--- src/rtl/clus_sim_pkg.sv ---
// Shared types and constants for the cluster simulation pattern generators.
// Holds payload-mode and FSM encodings, LFSR constants and the 5/A fill words.
package clus_sim_pkg;

    typedef enum logic [1:0] {
        MODE_CNT  = 2'b00,
        MODE_ALT  = 2'b01,
        MODE_WALK = 2'b10,
        MODE_LFSR = 2'b11
    } mode_e;

    typedef enum logic [1:0] {
        ST_IDLE    = 2'b00,
        ST_HEADER  = 2'b01,
        ST_PAYLOAD = 2'b10,
        ST_DONE    = 2'b11
    } state_e;

    // Galois taps for x^32+x^22+x^2+x+1 in a right-shifting register
    localparam logic [31:0] LFSR_POLY = 32'h8020_0003;
    localparam logic [31:0] LFSR_SEED = 32'h0000_0001;

    localparam logic [31:0] PAT_5 = 32'h5555_5555;
    localparam logic [31:0] PAT_A = 32'hAAAA_AAAA;

    function automatic logic [31:0] lfsr_next(input logic [31:0] s);
        return {1'b0, s[31:1]} ^ (s[0] ? LFSR_POLY : 32'h0);
    endfunction

endpackage

--- src/rtl/clus_pattern_word_gen.sv ---
// Payload word source: counter, 5/A alternate, walking-one and LFSR generators.
// Ports: mode, word_idx, advance, event_start, spill_clear, keep in; word out.
module clus_pattern_word_gen
    import clus_sim_pkg::*;
#(
    parameter int DATA_W = 32,
    parameter int IDX_W  = 13
) (
    input  logic              fifoclk,
    input  logic              fifoclk_resetn,
    input  logic [1:0]        mode,
    input  logic [IDX_W-1:0]  word_idx,
    input  logic              advance,
    input  logic              event_start,
    input  logic              spill_clear,
    input  logic              keep,
    output logic [DATA_W-1:0] word
);

    localparam int REP = (DATA_W + 31) / 32;

    logic [DATA_W-1:0] cnt_q, cnt_d;
    logic [31:0]       lfsr_q, lfsr_d;
    logic              alt_q, alt_d;
    logic [DATA_W-1:0] pat5;
    logic [DATA_W-1:0] pata;
    logic [DATA_W-1:0] one;
    logic [IDX_W-1:0]  walk_sh;
    mode_e             mode_sel;

    assign pat5     = DATA_W'({REP{PAT_5}});
    assign pata     = DATA_W'({REP{PAT_A}});
    assign one      = DATA_W'(1);
    assign walk_sh  = word_idx % IDX_W'(DATA_W);
    assign mode_sel = mode_e'(mode);

    // Each generator only moves when its own mode is selected, so the
    // counter and LFSR sequences stay continuous across events of that mode.
    always_comb begin
        cnt_d  = cnt_q;
        lfsr_d = lfsr_q;
        alt_d  = alt_q;
        if (spill_clear) begin
            alt_d = 1'b0;
            if (!keep) begin
                cnt_d  = '0;
                lfsr_d = LFSR_SEED;
            end
        end else begin
            if (advance) begin
                case (mode_sel)
                    MODE_CNT:  cnt_d  = cnt_q + DATA_W'(1);
                    MODE_ALT:  alt_d  = ~alt_q;
                    MODE_LFSR: lfsr_d = lfsr_next(lfsr_q);
                    default:   ;
                endcase
            end
            if (event_start) begin
                alt_d = 1'b0;
            end
        end
    end

    always_comb begin
        case (mode_sel)
            MODE_CNT:  word = cnt_q;
            MODE_ALT:  word = alt_q ? pata : pat5;
            MODE_WALK: word = one << walk_sh;
            default:   word = DATA_W'(lfsr_q);
        endcase
    end

    always_ff @(posedge fifoclk or negedge fifoclk_resetn) begin
        if (!fifoclk_resetn) begin
            cnt_q  <= '0;
            lfsr_q <= LFSR_SEED;
            alt_q  <= 1'b0;
        end else begin
            cnt_q  <= cnt_d;
            lfsr_q <= lfsr_d;
            alt_q  <= alt_d;
        end
    end

endmodule

--- src/rtl/clus_pattern_gen_mc.sv ---
// Multi-lane event pattern generator: header plus fixed-size payload per event.
// Ports: init/mode/lane_en/fifo_full/hit/tag in; per-lane we+data, busy, size_ovfl, ev_cnt out.
module clus_pattern_gen_mc
    import clus_sim_pkg::*;
#(
    parameter int NLANES        = 4,
    parameter int DATA_W        = 32,
    parameter int TAG_W         = 20,
    parameter int SIZE_W        = 12,
    parameter int HIT_W         = 10,
    parameter int WORDS_PER_HIT = 8
) (
    input  logic                     fifoclk,
    input  logic                     fifoclk_resetn,
    input  logic                     newspill_reset,
    input  logic                     haltrun_en,
    input  logic                     pattern_init,
    input  logic [1:0]               pattern_mode,
    input  logic [NLANES-1:0]        lane_en,
    input  logic [NLANES-1:0]        fifo_full,
    input  logic [HIT_W-1:0]         hit_in,
    input  logic [TAG_W-1:0]         ewtag_in,
    output logic [NLANES-1:0]        pattern_we,
    output logic [NLANES*DATA_W-1:0] pattern_data,
    output logic                     busy,
    output logic                     size_ovfl,
    output logic [15:0]              ev_cnt
);

    localparam int WPH_LOG = $clog2(WORDS_PER_HIT);
    localparam int IDX_W   = HIT_W + WPH_LOG;

    state_e                  state_q, state_d;
    logic [HIT_W-1:0]        hits_q, hits_d;
    logic [TAG_W-1:0]        tag_q, tag_d;
    logic [1:0]              mode_q, mode_d;
    logic [NLANES-1:0]       lanes_q, lanes_d;
    logic [IDX_W-1:0]        wcnt_q, wcnt_d;
    logic [NLANES-1:0]       we_q, we_d;
    logic [NLANES*DATA_W-1:0] data_q, data_d;
    logic                    ovfl_q, ovfl_d;
    logic [15:0]             ev_q, ev_d;

    logic                    stall;
    logic                    issue;
    logic                    advance;
    logic                    ev_start;
    logic [DATA_W-1:0]       word_sel;
    logic [DATA_W-1:0]       gen_word;
    logic [DATA_W-1:0]       hdr_word;
    logic [HIT_W:0]          dbl;
    logic                    size_over;
    logic [SIZE_W-1:0]       size_val;
    logic [IDX_W-1:0]        last_idx;

    clus_pattern_word_gen #(
        .DATA_W (DATA_W),
        .IDX_W  (IDX_W)
    ) u_word_gen (
        .fifoclk        (fifoclk),
        .fifoclk_resetn (fifoclk_resetn),
        .mode           (mode_q),
        .word_idx       (wcnt_q),
        .advance        (advance),
        .event_start    (ev_start),
        .spill_clear    (newspill_reset),
        .keep           (haltrun_en),
        .word           (gen_word)
    );

    // Full flags of lanes not taking part in this event are ignored
    assign stall = |(fifo_full & lanes_q);

    // Size is computed one bit wider than hits so saturation is exact
    assign dbl       = {hits_q, 1'b0};
    assign size_over = (SIZE_W < HIT_W + 1) && ((dbl >> SIZE_W) != '0);
    assign size_val  = size_over ? '1 : SIZE_W'(dbl);
    assign hdr_word  = (DATA_W'(size_val) << (DATA_W - SIZE_W))
                     | DATA_W'(tag_q);
    assign last_idx  = (IDX_W'(hits_q) << WPH_LOG) - IDX_W'(1);

    always_comb begin
        state_d  = state_q;
        hits_d   = hits_q;
        tag_d    = tag_q;
        mode_d   = mode_q;
        lanes_d  = lanes_q;
        wcnt_d   = wcnt_q;
        ovfl_d   = ovfl_q;
        ev_d     = ev_q;
        we_d     = '0;
        data_d   = '0;
        issue    = 1'b0;
        advance  = 1'b0;
        ev_start = 1'b0;
        word_sel = '0;
        if (newspill_reset) begin
            state_d = ST_IDLE;
            wcnt_d  = '0;
            ovfl_d  = 1'b0;
            if (!haltrun_en) begin
                ev_d = '0;
            end
        end else begin
            case (state_q)
                ST_IDLE: begin
                    if (pattern_init) begin
                        hits_d  = hit_in;
                        tag_d   = ewtag_in;
                        mode_d  = pattern_mode;
                        lanes_d = lane_en;
                        state_d = ST_HEADER;
                    end
                end
                ST_HEADER: begin
                    if (!stall) begin
                        issue    = 1'b1;
                        word_sel = hdr_word;
                        if (size_over) begin
                            ovfl_d = 1'b1;
                        end
                        state_d = (hits_q != '0) ? ST_PAYLOAD : ST_DONE;
                    end
                end
                ST_PAYLOAD: begin
                    if (!stall) begin
                        issue    = 1'b1;
                        advance  = 1'b1;
                        word_sel = gen_word;
                        wcnt_d   = wcnt_q + IDX_W'(1);
                        if (wcnt_q == last_idx) begin
                            state_d = ST_DONE;
                        end
                    end
                end
                default: begin
                    ev_d     = ev_q + 16'd1;
                    wcnt_d   = '0;
                    ev_start = 1'b1;
                    state_d  = ST_IDLE;
                end
            endcase
        end
        if (issue) begin
            we_d = lanes_q;
            for (int l = 0; l < NLANES; l++) begin
                data_d[l*DATA_W +: DATA_W] = lanes_q[l] ? word_sel : '0;
            end
        end
    end

    always_ff @(posedge fifoclk or negedge fifoclk_resetn) begin
        if (!fifoclk_resetn) begin
            state_q <= ST_IDLE;
            hits_q  <= '0;
            tag_q   <= '0;
            mode_q  <= '0;
            lanes_q <= '0;
            wcnt_q  <= '0;
            we_q    <= '0;
            data_q  <= '0;
            ovfl_q  <= 1'b0;
            ev_q    <= '0;
        end else begin
            state_q <= state_d;
            hits_q  <= hits_d;
            tag_q   <= tag_d;
            mode_q  <= mode_d;
            lanes_q <= lanes_d;
            wcnt_q  <= wcnt_d;
            we_q    <= we_d;
            data_q  <= data_d;
            ovfl_q  <= ovfl_d;
            ev_q    <= ev_d;
        end
    end

    assign pattern_we   = we_q;
    assign pattern_data = data_q;
    assign busy         = (state_q != ST_IDLE);
    assign size_ovfl    = ovfl_q;
    assign ev_cnt       = ev_q;

endmodule

--- config.mk ---
export PLATFORM = sky130hd
export DESIGN_NAME = clus_pattern_gen_mc
export DESIGN_NICKNAME = d
export VERILOG_FILES = /design/src/rtl/clus_sim_pkg.sv /design/src/rtl/clus_pattern_word_gen.sv /design/src/rtl/clus_pattern_gen_mc.sv
export SDC_FILE = /design/constraint.sdc
export NUM_CORES = 1
export LEC_CHECK = 0
export CAP_MARGIN = 20
export CORE_MARGIN = 2
export CORE_UTILIZATION = 55
export DETAILED_ROUTE_END_ITERATION = 12
export GPL_TIMING_DRIVEN = 0
export PLACE_DENSITY = 0.9
export SLEW_MARGIN = 0
export SYNTH_ARGS = -nofsm -noshare
export SYNTH_HDL_FRONTEND = slang
export SYNTH_SLANG_ARGS = --single-unit
export TNS_END_PERCENT = 50
--- constraint.sdc ---
create_clock -name fifoclk -period 6.58 [get_ports fifoclk]
set_clock_uncertainty 0.2 [all_clocks]
set_input_delay 1.316 -clock fifoclk [delete_from_list [all_inputs] [get_ports fifoclk]]
set_output_delay 1.316 -clock fifoclk [all_outputs]
set_load 0.05 [all_outputs]
# ---- After elaboration in Yosys (flattened, before gate mapping)
# Index checks and enable logic that the tools add are counted.
# W data, S select, Z words.
dict set report classes {
  addsub 4
  mul 0
  div_mod_pow 0
  magnitude_cmp 0
  eq_ne 13
  shifts 1
  mux 45
  bitwise_logic 5
  reduce_logical 20
}
# operator count
set ops {}
lappend ops {{$mux W32} 16}
lappend ops {{$mux W128} 1}
lappend ops {{$pmux W32 S3} 1}
lappend ops {{$pmux W32 S2} 1}
lappend ops {{$mux W16} 3}
lappend ops {{$add A32 B1 Y32 const B} 1}
lappend ops {{$shl A1 B5 Y32 const A} 1}
lappend ops {{$xor A31 B32 Y32} 1}
lappend ops {{$mux W31} 1}
lappend ops {{$or A31 B20 Y31} 1}
lappend ops {{$mux W13} 2}
lappend ops {{$pmux W13 S2} 1}
lappend ops {{$add A16 B1 Y16 const B} 1}
lappend ops {{$add A13 B1 Y13 const B} 1}
lappend ops {{$eq A13 B13 Y1} 1}
lappend ops {{$sub A13 B1 Y13 const B} 1}
lappend ops {{$mux W1} 12}
lappend ops {{$ne A3 B3 Y1 const B} 4}
lappend ops {{$mux W2} 5}
lappend ops {{$reduce_bool A10 Y1} 1}
lappend ops {{$reduce_and A3 Y1} 3}
lappend ops {{$reduce_bool A2 Y1} 4}
lappend ops {{$eq A2 B2 Y1 const B} 3}
lappend ops {{$pmux W2 S3} 1}
lappend ops {{13 further kinds} 21}
dict set report word_totals {
  regBits 264
  latch_bits 0
  mem_bits_rw 0
  mem_bits_ro 0
  out_inout_bits 150
  elab_cells 100
  n_memories 0
}

# ---- Logic depth before layout (Yosys ltp)
# Gate-level depths: netlist of run 1.
dict set report logic_depth {
  word_depth 8
  ltp_mapped 10
  depth_no_buf 8
}

# ---- Modules after synthesis
# Synthesis of run 1 repeated with hierarchy kept, for this count alone.
dict set report hier_totals {
  cells_unflattened 1160
  area_unflattened_um2 11668.7
}
# module n_inst cells_per_inst area_each_um2
set modules_own_cells {}
lappend modules_own_cells {clus_pattern_gen_mc 1 647 7579.8}
lappend modules_own_cells {clus_pattern_word_gen 1 513 4088.9}

# ---- Worst setup path before layout of run 1
# OpenSTA, ideal clock, no wires.
dict set report synth_timing {
  kind {input -> register}
  start {input fifo_full[2]}
  end {register u_word_gen.cnt_q[23]}
  setup_time_ns 0.077
  arrival_ns 3.037
  t_required_ns 6.303
  setup_slack_ns 3.266
  cell_stages 6
  path_buffers 1
  cell_sequence {a22o_4 -> o41a_4 -> or3b_1 -> buf_6 -> or3_1 -> a21oi_1}
}
dict set report synth_via {
  elab_chain_len 7
}
# element line_no
set synth_rtl {}
lappend synth_rtl {{start: declaration} clus_pattern_gen_mc.sv:20} ;# input logic [NLANES-1:0] fifo_full,
lappend synth_rtl {{$and A4 B4 Y4} clus_pattern_gen_mc.sv:72} ;# assign stall = |(fifo_full & lanes_q);
lappend synth_rtl {{$reduce_or A4 Y1} clus_pattern_gen_mc.sv:72}
lappend synth_rtl {{$mux W1} clus_pattern_gen_mc.sv:126} ;# if (!stall) begin
lappend synth_rtl {{$mux W1} clus_pattern_gen_mc.sv:105} ;# case (state_q)
lappend synth_rtl {{$mux W1} clus_pattern_gen_mc.sv:97} ;# if (newspill_reset) begin
lappend synth_rtl {{$reduce_bool A2 Y1 (no line)} --}
lappend synth_rtl {{$reduce_and A3 Y1 (no line)} --}
lappend synth_rtl {{end signal: assignment} clus_pattern_word_gen.sv:79} ;# cnt_q <= cnt_d;
lappend synth_rtl {{end: declaration} clus_pattern_word_gen.sv:22} ;# logic [DATA_W-1:0] cnt_q, cnt_d;
# Every way passes these cells.
# A chain may end at the register's enable or synchronous reset.

# ---- Final worst setup path of run 1
dict set report layout_timing {
  start {input newspill_reset}
  end {register tag_q[17]}
}
dict set report layout_via {
  elab_chain_len 2
}
# element line_no
set layout_rtl {}
lappend layout_rtl {{start: declaration} clus_pattern_gen_mc.sv:15} ;# input logic newspill_reset,
lappend layout_rtl {{$not A1 Y1 (no line)} --}
lappend layout_rtl {{$reduce_and A3 Y1 (no line)} --}
lappend layout_rtl {{end signal: assignment} clus_pattern_gen_mc.sv:167} ;# tag_q <= tag_d;
lappend layout_rtl {{end: declaration} clus_pattern_gen_mc.sv:35} ;# logic [TAG_W-1:0] tag_q, tag_d;
# Every way passes these cells.

==> metrics, run 1 <==
status finished clean; worst hold path class flop to flop; Max IR drop VDD 181.5 uV; sequential-to-total area share from yosys stat 0.5924; top post-synthesis cells by area dfrtp_1, nor2_1, a221oi_1; Initial Util 0.5566; NetSw 1.443 mW; H-tree depth 1; wire per inst 22.00 um; Cells after Synth 1,052; Starting DRT DRC Count 1,216; Setup TNS Final 0 ns; Worst path slowest cell clkdlybuf4s50_1; CTS tree done; Inserted Clock Buffers 25; xor/xnor share of the synthesized area 0.04083; mux contribution to synthesized area 0.03971; Synth area leader dfrtp_1; post-synthesis compound-gate area fraction 0.1002; number of enable flip-flop cells after synthesis 0; CP delay by family, top buffers and inverters; startpoint types input pin; DP Wirelength 22,250 um; Worst setup EP type flop; Most Frequent Cell on Critical Path clkbuf_1; Final Hold Vio Count 0; Core ar. 20,040 um2; Post-Syn Area 11,150 um2; Max FO, Critical Path 10; total wire length 34,410 um; Switching Share 0.3219; die height 146.4 um; main combinational cell family by area after synthesis simple AND/OR/NAND/NOR gates; Hold WS 0.3037 ns; syn avg cell area 10.60 um2; Tmin final 3.984 ns; Hold Buf Count CTS 0; post-synthesis async set-or-reset flop share 1.000; max cap viols 0; Reg power frac 0.427; critical path required time 6.78 ns; Vias 9,623; root buf cell clkbuf_16; adder-cell share of the synthesized area 0.01458; I/O Pins 195; crit path DAT 4.18 ns; Max Slew Vio Count 0; num rows 52; max incr delay on CP 0.69 ns; Residual DRC 0; GP Congestion 0.9386; first-pass GRT wire length 53,140 um; Slew headroom 0.3840; Int Pwr 3.041 mW; Yosys warnings 0; clock buffer depth 3; Die Width 146.4 um; Comb pwr share 0.224; TritonRoute pass-1 iters 6; Max Fclk 0.2510 GHz; commonest non-fill, non-tap cell in the layout dfrtp_1; GR Overflow Total 0; Skew-Pair Late Insertion Delay 0.53 ns; post-route ant nets 0; CTS clock-pin slew for the worst setup and hold paths 0.07 ns; Setup Viol. Count Final 0; most frequent cells in the layout dfrtp_1, nor2_1, clkdlybuf4s50_1; critical setup path kind input pin to flop; Crit path buffers/inverters 4; fin crit share 0.6054; pin count of the biggest net entering global routing 117; All-Layer GR Usage 0.3153; area added between synthesis and finish 28.88%; CTS sink cnt 264; Synth Register Bits 264; Post-Route Utilization 0.7174; antenna violations before repair 1; vias per cell 6.153; Post-CTS Setup Bufs 0; overall power 4.484 mW; RSZ-0062 raised after global routing no; vias in the first global route 9,591; clock share of power 0.348; CP Cell Sequence clkdlybuf4s50_1, clkbuf_1, nand3b_1, clkbuf_1, clkbuf_1, mux2_2; cts repair resizes 0; simple-gate share of the synthesized area 0.1805; actual slew at the worst max-slew pin 0.9240 ns; die area 21,440 um2; Yosys top cell area share 0.5900; layout cells sized above 1 0.08507; Syn Nets 1,110; PD cells 311.9 nW/um2; filler cell count 1,210; I/O Buffers 193; Top FF cell, synth dfrtp_1; Cell variety after synth 65; Pleak 6.049 nW; # nets final 1,333
==> state kept, by name (all words and copies together), names as in the netlist, 2 cells and up <==
register	cells
pattern_we	4
state_q	2
u_word_gen.lfsr_q	32
hits_q	10
mode_q	2
u_word_gen.cnt_q	32
wcnt_q	13
pattern_data	128
ev_cnt	16
lanes_q	4
tag_q	20
==> layout make-up <==
type                       count  area (um2)  share of cell area
multi-input combinational    705        4195              0.2918
tap                          270       337.8             0.02350
antenna                        1       2.502           0.0001741
buffer                        64       280.3             0.01950
clock buffer                  26       639.4             0.04447
inverter                      19       71.32            0.004961
timing repair buffer         196        1997              0.1389
clock inverter                19       245.2             0.01706
sequential                   264        6608              0.4596
==> layer usage <==
metal,GRT usage,vias up,part of all wire
met4,0.1549,0,0.060
met1,0.3849,4644,0.36
met3,0.06250,179,0.098
met2,0.5401,733,0.48
li1,-,4067,-
met5,0,-,0
==> worst reg2reg max path: cells and delay by family (launching register included) <==
kind	cells	cell delay (ns)
and+or+nand+nor	3	0.93
DFF	1	0.46
AOI/OAI and AO/OA	2	0.54
buffers and inverters	2	0.84
==> cells by family after synthesis <==
logic type | after synthesis
buffers and inverters | 83
xor gates and xnor gates | 52
other | 1
muxes | 38
DFF | 264
adders and majority gates | 13
and+or+nand+nor | 440
AOI/OAI and AO/OA | 161
==> stage by stage <==
step | setup WS, ns | cell area, um2 | instances
CTS | 2.730 | 14370 | 1563
global placement | -6.468 | 13420 | 1515
floorplan | 3.266 | 11150 | 1052
global route | 2.565 | 14380 | 1564
detailed placement | 2.234 | 13490 | 1518
finish | 2.596 | 14380 | 1564
==> worst paths after layout <==
kind | start | to | slack, ns | depth (start not counted)
min reg2reg | ev_cnt[15] | ev_cnt[15] | 0.30 | 1
min | ev_cnt[15] | ev_cnt[15] | 0.30 | 1
max in group asynchronous | fifoclk_resetn | ev_cnt[9] | 4.67 | 2
min in group asynchronous | fifoclk_resetn | pattern_data[116] | 0.55 | 1
max | newspill_reset | tag_q[17] | 2.60 | 6
max reg2reg | lanes_q[0] | u_word_gen.lfsr_q[13] | 3.49 | 7
==> cells in the mapped netlist (4+ instances only) <==
cell,number
dfrtp_1,263
nor2_1,210
nand2_1,105
o21ai_0,62
a221oi_1,57
clkbuf_1,54
mux2_2,37
xor2_1,30
nand3_1,22
xnor2_1,22
inv_1,19
nand4_1,19
a21oi_1,18
ha_1,13
and3_1,11
nor3_1,9
and2_1,8
nor4_1,8
or3_1,8
nand2b_1,5
nor2b_1,5
a31oi_1,4
and4_1,4
nor3_2,4
nor3b_1,4
==> power by group through the flow <==
| stage | sequential [mW] | combinational (mW) | clock (mW) |
|---|---|---|---|
| final | 1.92 | 1.01 | 1.56 |
| after global routing | 1.92 | 1.07 | 1.63 |
| after CTS | 1.90 | 0.981 | 1.56 |
| after detailed placement | 1.92 | 0.955 | 0 |
| after global placement | 1.92 | 0.914 | 0 |
| after floorplan | 1.93 | 0.619 | 0 |
(Power assumes the default switching activity.)
==> run 2: changes to the inputs <==
--- a/config.mk
+++ b/config.mk
@@ -7,10 +7,10 @@
 export LEC_CHECK = 0
 export CAP_MARGIN = 20
 export CORE_MARGIN = 2
-export CORE_UTILIZATION = 55
+export CORE_UTILIZATION = 48
 export DETAILED_ROUTE_END_ITERATION = 12
 export GPL_TIMING_DRIVEN = 0
-export PLACE_DENSITY = 0.9
+export PLACE_DENSITY = 0.84
 export SLEW_MARGIN = 0
 export SYNTH_ARGS = -nofsm -noshare
 export SYNTH_HDL_FRONTEND = slang
==> constraint.sdc (replaced) <==
create_clock -name fifoclk -period 3.47 [get_ports fifoclk]
set_clock_uncertainty 0.2 [all_clocks]
set_input_delay 0.694 -clock fifoclk [delete_from_list [all_inputs] [get_ports fifoclk]]
set_output_delay 0.694 -clock fifoclk [all_outputs]
set_load 0.05 [all_outputs]
==> run 2 against run 1 <==
Clock power is 90% higher. Sequential share of layout area down 0.18 points. Core utilization decreased by 8.2 points. Worst setup slack worse by 2.4 ns.
==> metrics, run 2 (synthesized netlist as in run 1, its figures left out) <==
PD cells 581.8 nW/um2 (was 311.9 nW/um2); Core ar. 22,710 um2 (was 20,040 um2); Worst path slowest cell clkdlybuf4s50_1 (unchanged); Inserted Clock Buffers 26 (was 25); Post-Route Utilization 0.6356 (was 0.7174); fin crit share 0.9420; layout cells sized above 1 0.08481 (was 0.08507); All-Layer GR Usage 0.2428 (was 0.3153); Most Frequent Cell on Critical Path clkbuf_1 (unchanged); number of diodes 0 (was 1); Die Width 156.4 um (was 146.4 um); vias in the first global route 8,985 (was 9,591); WL met3 2305 um (was 3388 um); worst hold path class flop to flop (unchanged); CTS clock-pin slew for the worst setup and hold paths 0.07 ns (about the same); # nets final 1,335 (was 1,333); Max IR drop VDD 343.1 uV (was 181.5 uV); Skew-Pair Late Insertion Delay 0.54 ns (was 0.53 ns); Setup Viol. Count Final 0 (unchanged); cts repair resizes 0 (unchanged); vias per cell 5.738 (was 6.153); die area 24,470 um2 (was 21,440 um2); root buf cell clkbuf_16 (unchanged); pin count of the biggest net entering global routing 109 (was 117); area added between synthesis and finish 29.40% (was 28.88%); max FFs per register 128 (unchanged); Worst setup EP type flop (unchanged); placed cell count 1,533 (was 1,518); CP Cell Sequence clkdlybuf4s50_1, clkbuf_1, nand3b_1, clkbuf_1, clkbuf_1, mux2_2 (unchanged); max cap viols 0 (unchanged); DP Wirelength 21,070 um (was 22,250 um); Max FO, Critical Path 10 (unchanged); DR WL met2 14,640 um (was 16,610 um); top sig layer met4 (unchanged); Tmin final 3.269 ns; Starting DRT DRC Count 777 (was 1,216); GR Overflow Total 0 (unchanged); Pleak 6.070 nW (was 6.049 nW); commonest non-fill, non-tap cell in the layout dfrtp_1 (unchanged); Hold Buf Count CTS 1 (was 0); RSZ-0062 raised after global routing no (unchanged); first-pass GRT wire length 47,270 um (was 53,140 um); I/O Pins 195 (unchanged); crit path DAT 3.48 ns (was 4.18 ns); CTS tree done (unchanged); Residual DRC 0 (unchanged); clock buffer depth 3 (unchanged); CTS sink cnt 264 (unchanged); Non-Filler Instances 1,582 (was 1,564); post-route ant nets 0 (unchanged); most frequent cells in the layout dfrtp_1, nor2_1, clkdlybuf4s50_1 (unchanged); die height 156.4 um (was 146.4 um); startpoint types input pin (unchanged); I/O Buffers 193 (unchanged); metal1 wirelength 11,790 um (was 12,340 um); TritonRoute pass-1 iters 6 (unchanged); Post-CTS Setup Bufs 0 (unchanged); antenna violations before repair 0 (was 1); Max Fclk 0.3059 GHz; wire per inst 18.70 um (was 22.00 um); critical path required time 3.68 ns (was 6.78 ns); actual slew at the worst max-slew pin 0.8813 ns (was 0.9240 ns); filler cell count 1,703 (was 1,210); Final Hold Vio Count 0 (unchanged); critical setup path kind input pin to flop (unchanged); total wire length 29,580 um (was 34,410 um); max incr delay on CP 0.66 ns (was 0.69 ns); Initial Util 0.4912 (was 0.5566); Slew headroom 0.4112 (was 0.3840); num rows 55 (was 52); H-tree depth 1 (unchanged); Vias 9,077 (was 9,623); Max Slew Vio Count 0 (unchanged); GP Congestion 1.066 (was 0.9386); status finished clean (unchanged)
[run 2: where the power goes]
| part | switching (mW) | internal (mW) |
|---|---|---|
| clock network | 1.21 | 1.75 |
| logic | 1.14 | 0.700 |
| registers | 0.258 | 3.34 |
| total | 2.61 | 5.79 |
[run 2: path summary, 6_finish.rpt]
| check | end | cells after the start | slack (ns) | start |
|---|---|---|---|---|
| setup / recovery | tag_q[1] | 6 | 0.20 | newspill_reset |
| hold / removal | u_word_gen.lfsr_q[4] | 2 | 0.31 | u_word_gen.lfsr_q[5] |
| setup reg to reg | u_word_gen.cnt_q[22] | 9 | 0.48 | state_q[0] |
| hold reg to reg | u_word_gen.lfsr_q[4] | 2 | 0.31 | u_word_gen.lfsr_q[5] |
| max in group asynchronous | u_word_gen.cnt_q[9] | 4 | 1.32 | fifoclk_resetn |
| min in group asynchronous | pattern_data[13] | 2 | 0.45 | fifoclk_resetn |
[run 2: area by class of cell]
class	instances	area, um2	area share
plain buffers	64	280.3	0.01942
flip-flops and latches	264	6608	0.4578
repair buffers	197	2012	0.1394
inverters	19	71.32	0.004941
clock buffers	34	742.0	0.05140
multi-input cells	705	4195	0.2907
clock inverters	14	168.9	0.01170
well taps	285	356.6	0.02471
[run 2: critical path: cells and delay by family]
kind	cells	cell delay, ns
buffers and inverters	4	2.19
multiplexers	1	0.41
AND/OR/NAND/NOR	1	0.18
[run 2: through the flow]
stage / hold slack [ns] / TNS, ns / power (mW) / area (um2) / worst slack (ns)
CTS: 0.3067 / 0 / 8.394 / 14430 / 0.2356
global route: 0.3268 / 0 / 8.732 / 14430 / 0.1306
detailed placement: 0.2964 / -7.775 / 5.441 / 13510 / -0.2689
global placement: 0.2891 / -2368.72 / 5.382 / 13440 / -8.981
finish: 0.3062 / 0 / 8.397 / 14430 / 0.2011
floorplan: 0.1984 / 0 / 4.827 / 11150 / 0.7776
[run 2: routing by layer]
metal | GRT usage | up-vias
met1 | 0.3170 | 4468
met2 | 0.4175 | 472
met3 | 0.04154 | 67
met5 | 0 | -
li1 | - | 4070
met4 | 0.07296 | 0
==> run 3: changes to the inputs <==
--- a/config.mk
+++ b/config.mk
@@ -11,6 +11,7 @@
 export DETAILED_ROUTE_END_ITERATION = 12
 export GPL_TIMING_DRIVEN = 0
 export PLACE_DENSITY = 0.84
+export RECOVER_POWER = 50
 export SLEW_MARGIN = 0
 export SYNTH_ARGS = -nofsm -noshare
 export SYNTH_HDL_FRONTEND = slang
==> run 3 against run 2 <==
Clock-buffer cell count stayed put. Sequential power about the same. Cell area decreased by 0.32%. First-iteration DRC count down 14%. Die area is the same. Core utilization decreased by 0.20 points. Non-clock buffer count unchanged. Routed wire length grew 0.16%. Combinational power hardly changed.
==> metrics, run 3 (synthesized netlist as in run 1, its figures left out) <==
layout cells sized above 1 0.08250 (was 0.08481); first-pass GRT wire length 47,270 um (unchanged); Reg area 6608 um2 (unchanged); Residual DRC 0 (unchanged); num rows 55 (unchanged); actual slew at the worst max-slew pin 1.452 ns (was 0.8813 ns); max FFs per register 128 (unchanged); Worst setup EP type flop (unchanged); max incr delay on CP 0.66 ns (about the same); fin crit share 0.9398 (was 0.9420); status finished clean (unchanged); Max Fclk 0.3066 GHz (was 0.3059 GHz); wire per inst 18.73 um (was 18.70 um); CP Cell Sequence clkdlybuf4s50_1, clkbuf_1, nand3b_1, clkbuf_1, clkbuf_1, mux2_2 (unchanged); Inserted Clock Buffers 26 (unchanged); critical path required time 3.68 ns (about the same); H-tree depth 1 (unchanged); max cap viols 0 (unchanged); I/O Buffers 193 (unchanged); # nets final 1,335 (unchanged); GR Overflow Total 0 (unchanged); GP Congestion 1.066 (unchanged); CTS sink cnt 264 (unchanged); total wire length 29,630 um (was 29,580 um); die height 156.4 um (unchanged); TritonRoute pass-1 iters 7 (was 6); Starting DRT DRC Count 666 (was 777); crit path DAT 3.47 ns (was 3.48 ns); clock buffer depth 3 (unchanged); area added between synthesis and finish 28.98% (was 29.40%); vias in the first global route 8,985 (unchanged); Slew headroom 0.03221 (was 0.4112); pin count of the biggest net entering global routing 109 (unchanged); post-route ant nets 0 (unchanged); Post-CTS Setup Bufs 0 (unchanged); startpoint types input pin (unchanged); Most Frequent Cell on Critical Path clkbuf_1 (unchanged); overall power 8.386 mW (was 8.397 mW); Pleak 6.219 nW (was 6.070 nW); All-Layer GR Usage 0.2428 (unchanged); number of diodes 0 (unchanged); Setup Viol. Count Final 0 (unchanged); Crit path buffers/inverters 4 (unchanged); CTS clock-pin slew for the worst setup and hold paths 0.07 ns (about the same); area occupied by multi-input gates 4187 um2 (was 4195 um2); Hold WS 0.3070 ns (was 0.3062 ns); CTS tree done (unchanged); Max IR drop VDD 345.3 uV (was 343.1 uV); antenna violations before repair 0 (unchanged); I/O Pins 195 (unchanged); Die Width 156.4 um (unchanged); Worst path slowest cell clkdlybuf4s50_1 (unchanged); CP delay by family, top buffers and inverters (unchanged); DP Wirelength 21,070 um (unchanged); Max Slew Vio Count 0 (unchanged); worst hold path class flop to flop (unchanged); RSZ-0062 raised after global routing no (unchanged); vias per cell 5.722 (was 5.738); most frequent cells in the layout dfrtp_1, nor2_1, clkdlybuf4s50_1 (unchanged); root buf cell clkbuf_16 (unchanged); Max FO, Critical Path 10 (unchanged); Final Hold Vio Count 0 (unchanged); filler cell count 1,708 (was 1,703); Tmin final 3.261 ns (was 3.269 ns); PD cells 582.8 nW/um2 (was 581.8 nW/um2); Setup TNS Final 0 ns (unchanged); Initial Util 0.4912 (unchanged); Vias 9,052 (was 9,077); Skew-Pair Late Insertion Delay 0.54 ns (about the same); die area 24,470 um2 (unchanged); critical setup path kind input pin to flop (unchanged); commonest non-fill, non-tap cell in the layout dfrtp_1 (unchanged); Core ar. 22,710 um2 (unchanged)
==> run 3: repair_timing <==
action                                  in CTS  in global routing
hold endpoints to repair                    49                  0
endpoints found under the setup margin       0                  0
hold buffers                                 1                  0
gates resized for setup                      0                  0
==> run 3: report_power, final <==
group          internal, mW  leakage, nW  switching (mW)
Combinational         0.687         2.17            1.14
Sequential             3.34         3.60           0.255
Clock                  1.75        0.446            1.21
==> run 3: final cells by class <==
class                           count  area share
Clock buffer                       34     0.05157
Timing Repair Buffer              197      0.1379
Clock inverter                     14     0.01174
Buffer                             64     0.01878
Sequential cell                   264      0.4593
Tap cell                          285     0.02478
Multi-Input combinational cell    705      0.2910
Inverter                           19    0.004957
==> run 3: through the flow <==
step | cell area [um2] | cells | utilization | worst slack (ns)
floorplan | 11150 | 1052 | - | 0.7776
finish | 14390 | 1582 | 0.6336 | 0.2088
global placement | 13440 | 1530 | 0.5920 | -8.981
detailed placement | 13510 | 1533 | 0.5950 | -0.2689
global route | 14390 | 1582 | 0.6336 | 0.09830
CTS | 14430 | 1582 | 0.6356 | 0.2356
==> run 3: final timing paths <==
| check | from | to | slack, ns | cells after the start |
|---|---|---|---|---|
| worst max-delay path | newspill_reset | tag_q[1] | 0.21 | 6 |
| worst min-delay path | u_word_gen.lfsr_q[5] | u_word_gen.lfsr_q[4] | 0.31 | 2 |
| worst max register to register | state_q[0] | u_word_gen.cnt_q[22] | 0.47 | 9 |
| worst min register to register | u_word_gen.lfsr_q[5] | u_word_gen.lfsr_q[4] | 0.31 | 2 |
| max in group asynchronous | fifoclk_resetn | u_word_gen.cnt_q[9] | 0.57 | 4 |
| min in group asynchronous | fifoclk_resetn | pattern_data[13] | 0.44 | 2 |
==> run 3: layer usage <==
metal  global-route usage  up-vias  share of wire
met2               0.4175      441           0.50
met5                    0        -              0
li1                     -     4074              -
met4              0.07296        0          0.028
met1               0.3170     4471           0.40
met3              0.04154       66          0.073
==> run 3: tightest hold or removal path: cells and delay by family (launching register included) <==
family           cells  cell delay (ns)
flip-flops           1             0.36
AND/OR/NAND/NOR      1             0.05
AO/OA/AOI/OAI        1             0.06
==> RTL edit 1 (config.mk and constraints of run 1) <==
Take the reset off `tag_q`, `we_q`, `data_q` and `ev_q` and load them in a clocked block of their own.
--- a/src/rtl/clus_pattern_gen_mc.sv
+++ b/src/rtl/clus_pattern_gen_mc.sv
@@ -154,24 +154,23 @@
             state_q <= ST_IDLE;
             hits_q  <= '0;
-            tag_q   <= '0;
             mode_q  <= '0;
             lanes_q <= '0;
             wcnt_q  <= '0;
-            we_q    <= '0;
-            data_q  <= '0;
             ovfl_q  <= 1'b0;
-            ev_q    <= '0;
         end else begin
             state_q <= state_d;
             hits_q  <= hits_d;
-            tag_q   <= tag_d;
             mode_q  <= mode_d;
             lanes_q <= lanes_d;
             wcnt_q  <= wcnt_d;
-            we_q    <= we_d;
-            data_q  <= data_d;
             ovfl_q  <= ovfl_d;
-            ev_q    <= ev_d;
         end
+    end
+
+    always_ff @(posedge fifoclk) begin
+        tag_q  <= tag_d;
+        we_q   <= we_d;
+        data_q <= data_d;
+        ev_q   <= ev_d;
     end
 
Behaviour: differs if fifoclk_resetn is asserted again (counterexample within 4 cycles, from zero or initial values and one cycle with fifoclk_resetn low); with fifoclk_resetn held inactive, the same outputs for 4 cycles.
==> RTL edit 1 against run 1 <==
  * Sequential cell count stayed put
  * Register-to-register slack got worse by 190 ps
  * Via count is 3.1% lower
  * Area after synthesis decreased by 3.7%
  * Utilization is 0.41 points higher
  * Wire length decreased by 7.7%
  * Critical path depth is 2 higher
  * Final area decreased by 3.0%
  * Total power down 0.52%
  * Setup slack better by 36 ps
==> RTL edit 1: results (changes against run 1) <==
| Metric | Value |
|---|---|
| Multiplexer share of the synthesized area | 0.419% (-3.6 points) |
| Sequential share of cell area | 43.9% (-2.0 points) |
| WHS | 315 ps (+11.2 ps) |
| Critical Path End | u_word_gen.lfsr_q[7] |
| LEAKAGE | 5.37 nW (-11%) |
| Crit-path max cell delay | 910 ps (+220 ps) |
| Layout cell share with drive strength beyond 1 | 4.82% (-3.7 points) |
| Synth Net Count | 1,180 (+6.3%) |
| Largest delay share family, worst path | simple AND/OR/NAND/NOR gates |
| Synth Area in XOR/XNOR | 3.83% (-0.25 points) |
| Vias per cell | 5.71 (-7.2%) |
| DR vias | 9,325 (-3.1%) |
| Multi-In Gates | 766 (+8.7%) |
| FILL cells | 1,317 (+8.8%) |
| Syn Inst Count | 1,122 (+6.7%) |
| GRT Overall Usage | 30.3% (-1.3 points) |
| Hold endpoint | u_word_gen.lfsr_q[9] |
| R2r startpoint | state_q[0] |
| Number of global-route vias before repair | 9,078 (-5.3%) |
| Synth top cells by count | 159 x nand2_1, 136 x nor2_1, 132 x dfxtp_1, 95 x dfrtp_1, 68 x o21ai_0 |
| Max VDD drop | 193 uV (+6.1%) |
| Clock Network Area Fraction | 6.39% (+0.23 points) |
| Crit path max-delay cell type | nor3_1 |
| Adder-cell share of the synthesized area | 1.51% (+0.057 points) |
| Status | finished, final reports clean |
| Worst-Skew Late Latency | 550 ps (+20 ps) |
| First-pass GRT wire length | 48,800 microns (-8.2%) |
| Hold path start | u_word_gen.lfsr_q[10] |
| Largest net degree at the start of global routing | 69 (-41%) |
| WP data arrival | 4210 ps (+30 ps) |
| EDFF count, synth | 36 (+36) |
| Count of plain and timing-repair buffers | 268 (+3.1%) |
==> RTL edit 1: metal layers <==
layer | routed length [microns] | vias up | share of wire, % | GRT usage (%)
li1 | - | 4269 | - | -
met3 | 2680 | 99 | 8.4 | 6.40
met2 | 15600 | 487 | 49 | 51.3
met5 | 0 | - | 0 | 0
met1 | 12100 | 4470 | 38 | 37.1
met4 | 1440 | 0 | 4.5 | 14.1
==> RTL edit 1: power by group through the flow <==
stage / Combinational, W / Sequential, W / Clock [W]
final: 0.00110 / 0.00183 / 0.00152
after global routing: 0.00118 / 0.00184 / 0.00160
after CTS: 0.00108 / 0.00183 / 0.00152
after detailed placement: 0.00107 / 0.00186 / 0
after global placement: 0.00103 / 0.00186 / 0
after floorplan: 0.000617 / 0.00193 / 0
==> RTL edit 1: metrics by stage <==
step	utilization, %	total power (W)	instance area (sq um)
CTS	72.1	0.00444	13900
finish	72.1	0.00446	13900
floorplan	-	0.00254	10700
global placement	67.2	0.00289	13000
global route	72.1	0.00462	13900
detailed placement	67.5	0.00293	13100
==> RTL edit 2 (config.mk and constraints of run 1) <==
Without the edit above. Change the parameter `HIT_W` from 10 to 20.
--- a/src/rtl/clus_pattern_gen_mc.sv
+++ b/src/rtl/clus_pattern_gen_mc.sv
@@ -8,5 +8,5 @@
     parameter int TAG_W         = 20,
     parameter int SIZE_W        = 12,
-    parameter int HIT_W         = 10,
+    parameter int HIT_W         = 20,
     parameter int WORDS_PER_HIT = 8
 ) (
Ports: changed (resized hit_in); port bits go from 195 to 205. No check against the original RTL was run, so the function may have changed too.
==> RTL edit 2 against run 1 <==
  * Utilization grew 0.27 points
  * Total power grew 13%
  * Area after synthesis grew 11%
  * Sequential power grew 11%
  * Clock power grew 7%
  * Wire length grew 2.0%
  * Synthesized cell count grew 13%
  * Global-route usage shrank 1.9 points
  * Final area grew 10%
  * Register-to-register slack lost 330 ps
  * Setup slack lost 270 ps
  * Maximum frequency shrank 6.4%
  * Sequential cell count grew 21
  * Critical endpoint is now pattern_data[118]
==> RTL edit 2: results (changes against run 1) <==
| Metric | Value |
|---|---|
| Status | finished, final reports clean |
| GRT Overall Usage | 29.6% (-1.9 points) |
| WP data arrival | 4520 ps (+340 ps) |
| First-pass GRT wire length | 56,200 microns (+5.8%) |
| Global placer's final weighted congestion | 1.01 (+7.1%) |
| Cell variety after synth | 58 (-11%) |
| DR pass1 iterations | 7 (+1) |
| Diodes inserted | 0 (-1) |
| Worst slew pin tran | 958 ps (+34.3 ps) |
| GR Util met3 | 5.47% (-0.78 points) |
| Worst-Skew Late Latency | 550 ps (+20 ps) |
| DR vias | 10,400 (+8.1%) |
| Leading post-synthesis cells by cell area | dfrtp_1 57%, nor2_1 6.7%, mux2_2 4.3% |
| Largest net degree at the start of global routing | 133 (+14%) |
| LEAKAGE | 6.71 nW (+11%) |
| Logic pwr share | 24.6% (+2.2 points) |
| Crit path max-delay cell type | a21boi_0 |
| Synth top cells by count | 284 x dfrtp_1, 221 x nor2_1, 115 x nand2_1, 64 x clkbuf_1, 62 x o21ai_0 |
| Routed met2 length | 17,200 microns (+3.9%) |
| Largest delay share family, worst path | compound AO/OA/AOI/OAI gates |
| Max VDD drop | 197 uV (+8.6%) |
| Internal power | 0.00339 W (+12%) |
| HPWL after DPL | 23,800 microns (+7.0%) |
| Port Buffer Count | 204 (+5.7%) |
| GR Util met1 | 38.7% (+0.22 points) |
| Number of global-route vias before repair | 10,300 (+7.7%) |
| FILL cells | 1,419 (+17%) |
| Layout cell share with drive strength beyond 1 | 7.37% (-1.1 points) |
| Synth Net Count | 1,263 (+14%) |
| M2 GR Usage | 50.3% (-3.7 points) |
| Num CTS Buffers | 28 (+12%) |
| Sequential area share after synthesis | 57.6% (-1.6 points) |
## RTL edit 2: cell count changes after synthesis, moves of 10 or more
cell	run 1	this run
a21oi_1	18	39
a221oi_1	57	41
clkbuf_1	54	64
dfrtp_1	263	284
mux2_2	37	47
nand2_1	105	115
nand3_1	22	42
nor2_1	210	221
nor2b_1	5	16
xor2_1	30	48
## RTL edit 2: kinds of logic after synthesis
kind of cell | count (synthesis) | synth area share (%)
AND/OR/NAND/NOR | 507 | 19.0
multiplexers | 51 | 4.61
AO/OA/AOI/OAI | 178 | 9.40
buffers and inverters | 86 | 2.68
adder cells (fa/ha/maj) | 14 | 1.41
flip-flops | 285 | 57.6
XOR/XNOR | 73 | 5.28
## RTL edit 2: layout make-up
class,instances,share of cell area (%)
Sequential cell,285,45.1
Multi-Input combinational cell,823,31.1
Timing Repair Buffer,208,13.4
Clock buffer,41,5.44
Tap cell,280,2.22
Buffer,70,1.72
Clock inverter,8,0.680
Inverter,16,0.380
## RTL edit 2: through the flow
stage / utilization [%] / setup WS [ps]
final: 72.0 / 2320
after global routing: 72.0 / 2210
after CTS: 72.0 / 2440
after detailed placement: 67.6 / 1900
after global placement: 67.3 / -7560
after floorplan: - / 3350
## RTL edit 2: worst paths after layout
path                                startpoint           endpoint  slack, ps  cells after the start
worst min register to register      ev_cnt[15]         ev_cnt[15]        300                      1
worst min-delay path                ev_cnt[15]         ev_cnt[15]        300                      1
worst max register to register      lanes_q[0]  pattern_data[118]       3160                      8
worst max-delay path              fifo_full[1]  pattern_data[118]       2320                      9
max in group asynchronous       fifoclk_resetn  pattern_data[108]       4310                      3
min in group asynchronous       fifoclk_resetn         hits_q[17]        440                      1
